`config.mk`:
```
export PLATFORM = sky130hd
export DESIGN_NAME = darklsu
export DESIGN_NICKNAME = d
export VERILOG_FILES = /design/src/rtl/darklsu.sv
export SDC_FILE = /design/constraint.sdc
export NUM_CORES = 1
export LEC_CHECK = 0
export CAP_MARGIN = 20
export CORE_AREA = 2 2 178 180
export DETAILED_ROUTE_END_ITERATION = 8
export DIE_AREA = 0 0 180 182
export SLEW_MARGIN = 10
export SYNTH_ARGS = -nofsm -noshare
export SYNTH_HDL_FRONTEND = slang
export SYNTH_SLANG_ARGS = --single-unit
export TNS_END_PERCENT = 5
```
`constraint.sdc`:
```
create_clock -name clk -period 2.2 [get_ports clk]
set_clock_uncertainty 0.1 [all_clocks]
set_input_delay 0.22 -clock clk [delete_from_list [all_inputs] [get_ports clk]]
set_output_delay 0.22 -clock clk [all_outputs]
set_load 0.05 [all_outputs]
```
`src/rtl/darklsu.sv`:
```
// darklsu: load/store stage of the multicycle datapath.
// On an accepted en the instruction, address and store data are captured.
// One cycle later the captured operation is decoded. A passthrough or a
// faulting op finishes at that point. A legal load/store issues one aligned
// word transaction and finishes when the bus completes or the wait budget
// runs out.
module darklsu #(
  parameter int unsigned TIMEOUT = 255,
  parameter int unsigned DATA_W  = 32
) (
  input  logic              clk,
  input  logic              res,
  input  logic              en,
  output logic              valid,
  input  logic [31:0]       inst,
  input  logic [DATA_W-1:0] addr,
  input  logic [DATA_W-1:0] data_i,
  output logic [DATA_W-1:0] data_o,
  output logic              err,
  output logic [1:0]        err_code,
  output logic              bus_en,
  output logic              bus_rw,
  output logic [3:0]        bus_be,
  output logic [DATA_W-1:0] bus_addr,
  output logic [DATA_W-1:0] bus_wdata,
  input  logic [DATA_W-1:0] bus_rdata,
  input  logic              bus_valid
);

  localparam logic [6:0]  OP_LOAD  = 7'b0000011;
  localparam logic [6:0]  OP_STORE = 7'b0100011;
  localparam logic [31:0] TO_LAST  = 32'(TIMEOUT - 1);

  typedef enum logic [1:0] {S_IDLE, S_REQ, S_DONE} state_t;

  state_t state, state_d;

  // Captured operation; pend marks a capture waiting for its decode cycle.
  logic              pend, pend_d;
  logic [6:0]        op_q;
  logic [2:0]        f3_q;
  logic [31:0]       addr_q;
  logic [31:0]       data_q;
  logic              take;

  logic [31:0]       cnt, cnt_d;

  logic              is_mem, is_store, f3_bad, misal, timeout_hit;
  logic [3:0]        be_v;
  logic [31:0]       wdata_v, load_v;
  logic [7:0]        byte_v;
  logic [15:0]       half_v;

  logic              valid_d, err_d, bus_en_d, bus_rw_d;
  logic [1:0]        err_code_d;
  logic [3:0]        bus_be_d;
  logic [31:0]       data_d, bus_addr_d, bus_wdata_d;

  logic              unused_inst_bits;
  assign unused_inst_bits = ^{inst[31:15], inst[11:7]};

  assign take = (state == S_IDLE) && !pend && en;

  // Decode of the captured operation: legality, alignment, lanes.
  always_comb begin
    is_mem   = (op_q == OP_LOAD) || (op_q == OP_STORE);
    is_store = (op_q == OP_STORE);
    if (is_store)
      f3_bad = f3_q[2] || (f3_q[1:0] == 2'b11);
    else
      f3_bad = (f3_q[1:0] == 2'b11) || (f3_q == 3'b110);
    misal = ((f3_q[1:0] == 2'b01) && addr_q[0]) ||
            ((f3_q[1:0] == 2'b10) && (addr_q[1:0] != 2'b00));
    case (f3_q[1:0])
      2'b00:   be_v = 4'b0001 << addr_q[1:0];
      2'b01:   be_v = 4'b0011 << addr_q[1:0];
      default: be_v = 4'b1111;
    endcase
    wdata_v = '0;
    if (is_store) begin
      case (f3_q[1:0])
        2'b00:   wdata_v = {4{data_q[7:0]}};
        2'b01:   wdata_v = {2{data_q[15:0]}};
        default: wdata_v = data_q;
      endcase
    end
  end

  // Load lane extraction with sign/zero extension.
  always_comb begin
    byte_v = bus_rdata[8*addr_q[1:0] +: 8];
    half_v = bus_rdata[16*addr_q[1] +: 16];
    case (f3_q)
      3'b000:  load_v = {{24{byte_v[7]}}, byte_v};
      3'b100:  load_v = {24'h0, byte_v};
      3'b001:  load_v = {{16{half_v[15]}}, half_v};
      3'b101:  load_v = {16'h0, half_v};
      default: load_v = bus_rdata;
    endcase
  end

  // Bus completion beats the wait budget on the same edge.
  assign timeout_hit = (TIMEOUT != 32'd0) && (cnt == TO_LAST) && !bus_valid;

  // State register.
  always_ff @(posedge clk) begin
    if (res) state <= S_IDLE;
    else     state <= state_d;
  end

  // Next-state logic.
  always_comb begin
    state_d = state;
    case (state)
      S_IDLE:  if (pend) state_d = (is_mem && !f3_bad && !misal) ? S_REQ : S_DONE;
      S_REQ:   if (bus_valid || timeout_hit) state_d = S_DONE;
      S_DONE:  state_d = S_IDLE;
      default: state_d = S_IDLE;
    endcase
  end

  // Next values of the registered outputs and the wait counter.
  always_comb begin
    valid_d     = 1'b0;
    err_d       = 1'b0;
    err_code_d  = 2'b00;
    data_d      = data_o;
    bus_en_d    = bus_en;
    bus_rw_d    = bus_rw;
    bus_be_d    = bus_be;
    bus_addr_d  = bus_addr;
    bus_wdata_d = bus_wdata;
    cnt_d       = cnt;
    pend_d      = pend;
    case (state)
      S_IDLE: begin
        if (pend) begin
          pend_d = 1'b0;
          if (!is_mem) begin
            valid_d = 1'b1;
            data_d  = data_q;
          end else if (f3_bad || misal) begin
            valid_d    = 1'b1;
            err_d      = 1'b1;
            err_code_d = f3_bad ? 2'b11 : 2'b01;
            data_d     = '0;
          end else begin
            bus_en_d    = 1'b1;
            bus_rw_d    = is_store;
            bus_be_d    = be_v;
            bus_addr_d  = {addr_q[31:2], 2'b00};
            bus_wdata_d = wdata_v;
            cnt_d       = '0;
          end
        end else if (en) begin
          pend_d = 1'b1;
        end
      end
      S_REQ: begin
        if (bus_valid) begin
          bus_en_d = 1'b0;
          valid_d  = 1'b1;
          data_d   = bus_rw ? '0 : load_v;
        end else if (timeout_hit) begin
          bus_en_d   = 1'b0;
          valid_d    = 1'b1;
          err_d      = 1'b1;
          err_code_d = 2'b10;
          data_d     = '0;
        end else begin
          cnt_d = cnt + 32'd1;
        end
      end
      default: ;
    endcase
  end

  // Output, counter and capture registers.
  always_ff @(posedge clk) begin
    if (res) begin
      valid     <= 1'b0;
      err       <= 1'b0;
      err_code  <= 2'b00;
      data_o    <= '0;
      bus_en    <= 1'b0;
      bus_rw    <= 1'b0;
      bus_be    <= 4'b0000;
      bus_addr  <= '0;
      bus_wdata <= '0;
      cnt       <= '0;
      pend      <= 1'b0;
      op_q      <= '0;
      f3_q      <= '0;
      addr_q    <= '0;
      data_q    <= '0;
    end else begin
      valid     <= valid_d;
      err       <= err_d;
      err_code  <= err_code_d;
      data_o    <= data_d;
      bus_en    <= bus_en_d;
      bus_rw    <= bus_rw_d;
      bus_be    <= bus_be_d;
      bus_addr  <= bus_addr_d;
      bus_wdata <= bus_wdata_d;
      cnt       <= cnt_d;
      pend      <= pend_d;
      if (take) begin
        op_q   <= inst[6:0];
        f3_q   <= inst[14:12];
        addr_q <= addr;
        data_q <= data_i;
      end
    end
  end

endmodule

```
# Yosys cells after proc, flatten, opt, wreduce, memory -nomap -nowiden

Cells that the tools add are included.
W data, S select, Z words.

Bits in registers: 213
Latch bits: 0
RAM bits: 0
Bits in read-only memories: 0
Input bits: 132
Output and inout bits: 106
Word-level logic and storage cells: 115
Memories kept: 0

Add/subtract/negate cells: 1
Multipliers: 0
Divide/modulo/power cells: 0
$lt $le $gt $ge: 0
Equality and inequality tests: 19
Shift-type cells: 4
Multiplexer cells: 47
Bitwise logic cells: 1
Reduce and logical (&&, ||, !) cells: 27

Operators by type and width:

| kind                    | number |
|---|---|
| $mux W32                | 12 |
| $pmux W32 S2            | 3 |
| $pmux W32 S4            | 1 |
| $add A32 B1 Y32 const B | 1 |
| $eq A32 B8 Y1 const B   | 1 |
| $shiftx A32 B6 Y16      | 1 |
| $shiftx A32 B6 Y8       | 1 |
| $mux W2                 | 9 |
| $mux W1                 | 16 |
| $ne A2 B2 Y1 const B    | 6 |
| $eq A3 B3 Y1 const B    | 3 |
| $pmux W2 S2             | 2 |
| $pmux W4 S2             | 1 |
| $reduce_and A4 Y1       | 2 |
| $eq A7 B2 Y1 const B    | 1 |
| $eq A7 B6 Y1 const B    | 1 |
| $logic_and A1 B1 Y1     | 7 |
| $logic_or A1 B1 Y1      | 6 |
| $pmux W1 S2             | 3 |
| $reduce_and A6 Y1       | 1 |
| $reduce_and A5 Y1       | 1 |
| $eq A2 B1 Y1 const B    | 2 |
| $eq A2 B2 Y1 const B    | 2 |
| $logic_not A1 Y1        | 4 |
| other kinds (10)        | 12 |

# Longest topological paths before layout

Word-level depth: 9
Gate-level depth with buffers: 10
Mapped depth without buffers: 7

# Worst setup path after synthesis

Ideal clock, no wire load.

Kind: register to register
Start: register addr_q[0]
End: register bus_wdata[28]
Library setup time: 129 ps
Data arrival time: 1998 ps
Required time: 1971 ps
Path slack: -27 ps
Stages on the path, launching flop included: 9
Path buffers: 3
Period minus slack after synthesis: 2227 ps
Cell sequence: dfxtp_1 > buf_6 > or4_4 > a2111oi_2 > clkbuf_1 > nor2_1 > buf_2 > nand2_1 > o21ai_0

Longest elaborated chain between the ends: 6
Elaborated cells on any way between the ends: 7
Those cells by class: 1 x bitwise; 6 x reduce/logical

Ends and longest elaborated chain:

| what                          | line | source |
|---|---|---|
| start, declared               | 42   | `logic [31:0] addr_q;` |
| start signal, assigned        | 211  | `addr_q <= addr;` |
| $reduce_bool A2 Y1            | 73   | `((f3_q[1:0] == 2'b10) && (addr_q[1:0] != 2'b00));` |
| $logic_and A1 B1 Y1           | 73   |  |
| $logic_or A1 B1 Y1 *          | 72   | `misal = ((f3_q[1:0] == 2'b01) && addr_q[0]) \|\|` |
| $logic_or A1 B1 Y1 *          | 142  | `end else if (f3_bad \|\| misal) begin` |
| $not A1 Y1 (no line) *        | n/a  |  |
| $reduce_and A4 Y1 (no line) * | n/a  |  |
| end signal, assigned          | 205  | `bus_wdata <= bus_wdata_d;` |
| end, declared                 | 25   | `output logic [DATA_W-1:0] bus_wdata,` |

Every way passes the cells marked *; elsewhere a longest branch is shown, timed or not.
A chain may end at the register's enable or synchronous reset.

# Worst setup path after layout

Start: register f3_q[0]
End: register cnt[19]

Longest elaborated chain between the ends: 6
Elaborated cells on any way between the ends: 13
Those cells by class: 5 x eq/ne; 1 x mux; 7 x reduce/logical

Ends and longest elaborated chain:

| what                                                 | line   | source |
|---|---|---|
| start, declared                                      | 41     | `logic [2:0] f3_q;` |
| start signal, assigned                               | 210    | `f3_q <= inst[14:12];` |
| $eq A3 B3 Y1 (tied with other cells)                 | 71     | `f3_bad = (f3_q[1:0] == 2'b11) \|\| (f3_q == 3'b110);` |
| $logic_or A1 B1 Y1 (tied with other cells)           | 71     |  |
| $mux W1 / $logic_or A1 B1 Y1 (equally long branches) | 68, 72 |  |
| $logic_or A1 B1 Y1 *                                 | 142    |  |
| $ne A2 B2 Y1 (no line) *                             | n/a    |  |
| $reduce_and A6 Y1 (no line) *                        | n/a    |  |
| end signal, assigned                                 | 206    | `cnt <= cnt_d;` |
| end, declared                                        | 46     | `logic [31:0] cnt, cnt_d;` |

Marks and branches as above.

==> metrics.yaml <==
clocking:
  cts_htree_levels: 1
  numCtsBuffers: 24
  clock_path_buffers: 3
  cts_root_buf: "clkbuf_16"
  cts.sinks: 213
  path_clk_slew_ns: 0.06
  clock_latency_ns: 0.51
  cts_tree: "done"
worst_setup_path:
  crit_path_max_fanout: 3
  cp-end-kind: "flop"
  arrival_ns: 2.68
  startpoint_type: "flop"
  worstPathRequired_ns: 2.55
  critical_path_class: "reg -> reg"
synth:
  async_flop_share: 0
  synth_commonest_cells: "nand2_1, dfxtp_1, a21oi_1"
  ys_warn_count: 0
  ys_seq_elements: 213
  syn_inst: 1148
  yosysMostFrequentCell: "nand2_1"
  synthDistinctLibCells: 60
  synth-edff-count: 0
  avgSynthCellArea_sq_um: 8.19
  ys_seq_area_frac: 0.454
  synthFlopType: "dfxtp_1"
  yosysTopAreaCellShare: 0.454
  syn_area_sq_um: 9400
  ys_top_cells_by_area: "dfxtp_1, nand2_1, a21oi_1"
  yosys.area.top_type: "dfxtp_1"
final_layout:
  utilization: 0.438
  drive_gt1_frac: 0.140
  final_nets: 1507
  fin_area_sq_um: 13600
  area_growth_pct: 44.3
grt:
  overflow: 0
  antenna_found_initial: 3
  grt_max_degree: 128
  track_usage: 0.197
  grt_pass1_vias: 8892
  grt_pass1_wl_um: 51800
sta:
  timing.final.ws_setup_ns: -0.131
  final.setup.tns_ns: -1.63
  relSlewSlack: 0.596
  period_share: 1.06
  period_needed_ns: 2.33
  clock.fmax_mhz: 429
  hold_viol: 0
  finalMaxSlewViolations: 0
  rsz0062_at_grt: "yes"
  worstMarginPinSlew_ns: 0.607
  setup_violations: 34
detailed_routing:
  dr.pass1.iters: 5
  wl_per_cell_um: 18.9
  drtIter0Drc: 677
  detail-route-antenna-nets: 0
  drc: 0
  dr_total_vias: 9542
  wirelength_um: 33900
  vias_per_cell: 5.32
job:
  drv_cap: 0
die:
  num_rows: 65
  start_util: 0.303
  io_pins: 238
  core_sq_um: 31000
  die_area_sq_um: 32800
  die_h_um: 182
  dieWidth_um: 180
status:
  violations: "setup timing"
  status: "finished, violations left"
power:
  ir_drop_mv: 0.356
  total_power_uw: 9410
  p_per_area_nw_per_um2: 694
  p_leak_uw: 0.00470
worst_hold_path:
  hold_class: "in -> reg"
place:
  place.gp.congestion: 0.869
  dpl.hpwl_um: 23500
  placed_cell_area_sq_um: 12400
  port_buffers: 213
## kinds of logic (layout without fill, tap and decap cells)
| kind of cell | Yosys count | after routing | share of synthesized area |
|---|---|---|---|
| multiplexers | 39 | 39 | 0.0490 |
| AND/OR/NAND/NOR | 424 | 424 | 0.205 |
| buffers and inverters | 110 | 350 | 0.0478 |
| AO/OA/AOI/OAI | 359 | 359 | 0.241 |
| flip-flops | 213 | 213 | 0.454 |
| other | 1 | 4 | 0.000399 |
| adder cells (fa/ha/maj) | 2 | 2 | 0.00266 |
## final timing paths
path | end | cells past startpoint | startpoint | slack [ns]
max | cnt[19] | 6 | f3_q[0] | -0.13
min | data_q[24] | 3 | data_i[24] | 0.15
max reg2reg | cnt[19] | 6 | f3_q[0] | -0.13
min reg2reg | bus_addr[13] | 2 | addr_q[13] | 0.35
## timing repair
action / CTS / global route
cloned: 1 / 0
endpoints found under the hold margin: 1 / 0
endpoints found under the setup margin: 105 / 135
setup buffers: 6 / 4
pin swaps: 13 / 20
resized for setup: 16 / 47
hold buffers: 1 / 0
## cells in the final DEF (no fill, tap or decap), drive strengths merged, types with 9 or more instances in the layout
master	instances
nand2	261
dfxtp	213
clkdlybuf4s50	211
a21oi	178
buf	88
clkbuf	38
o21ai	36
nor2	35
mux2i	28
nand3	25
a311oi	22
a211oi	21
o31ai	18
a32oi	16
or4	16
nor3	15
and3	14
nand4	12
o22ai	12
a31o	9
nor4	9
## sequential cells by signal, indices dropped and copies added, names as in the netlist
register / cells
bus_rw: 1
op_q: 7
bus_be: 4
err: 1
state: 2
bus_wdata: 32
err_code: 2
addr_q: 32
pend: 1
valid: 1
bus_addr: 30
cnt: 32
data_q: 32
f3_q: 3
data_o: 32
bus_en: 1
## cell type report
type                            instances  area [sq um]
Antenna cell                            2          5.00
Clock buffer                           38           754
Clock inverter                          4          51.3
Fill cell                            3035         17400
Inverter                                6          22.5
Multi-Input combinational cell        826          4930
Sequential cell                       213          4270
Tap cell                              402           503
Timing Repair Buffer                  302          3030
## metrics by stage
stage / std cells / hold WS [ns] / worst slack, ns
after floorplan: 1149 / 0.256 / -0.0201
after global placement: 1737 / 0.336 / -0.125
after detailed placement: 1737 / 0.343 / -0.155
after CTS: 1787 / 0.134 / -0.112
after global routing: 1793 / 0.148 / -0.196
final: 1793 / 0.151 / -0.131
## routing by layer
layer | up-vias | wire (um) | part of all wire | track usage
met5 | - | 13 | 0.00038 | 0
met4 | 2 | 823 | 0.024 | 0.0553
met3 | 60 | 2340 | 0.069 | 0.0327
met2 | 347 | 15200 | 0.45 | 0.304
met1 | 4546 | 15600 | 0.46 | 0.282
li1 | 4587 | - | - | -
## critical path: stages, from the launching register on
cell and delay (ns):
dfxtp_2 0.32, or4_4 0.55, a2111oi_4 0.40, nor2_2 0.11
buf_4 0.17, or4_1 0.47, a21oi_1 0.14
## power by group
part           internal (uW)  switching, uW
Combinational            533            715
Clock                   2450           1600
Sequential              3990            117
Total                   6980           2430
(Power assumes the default switching activity.)
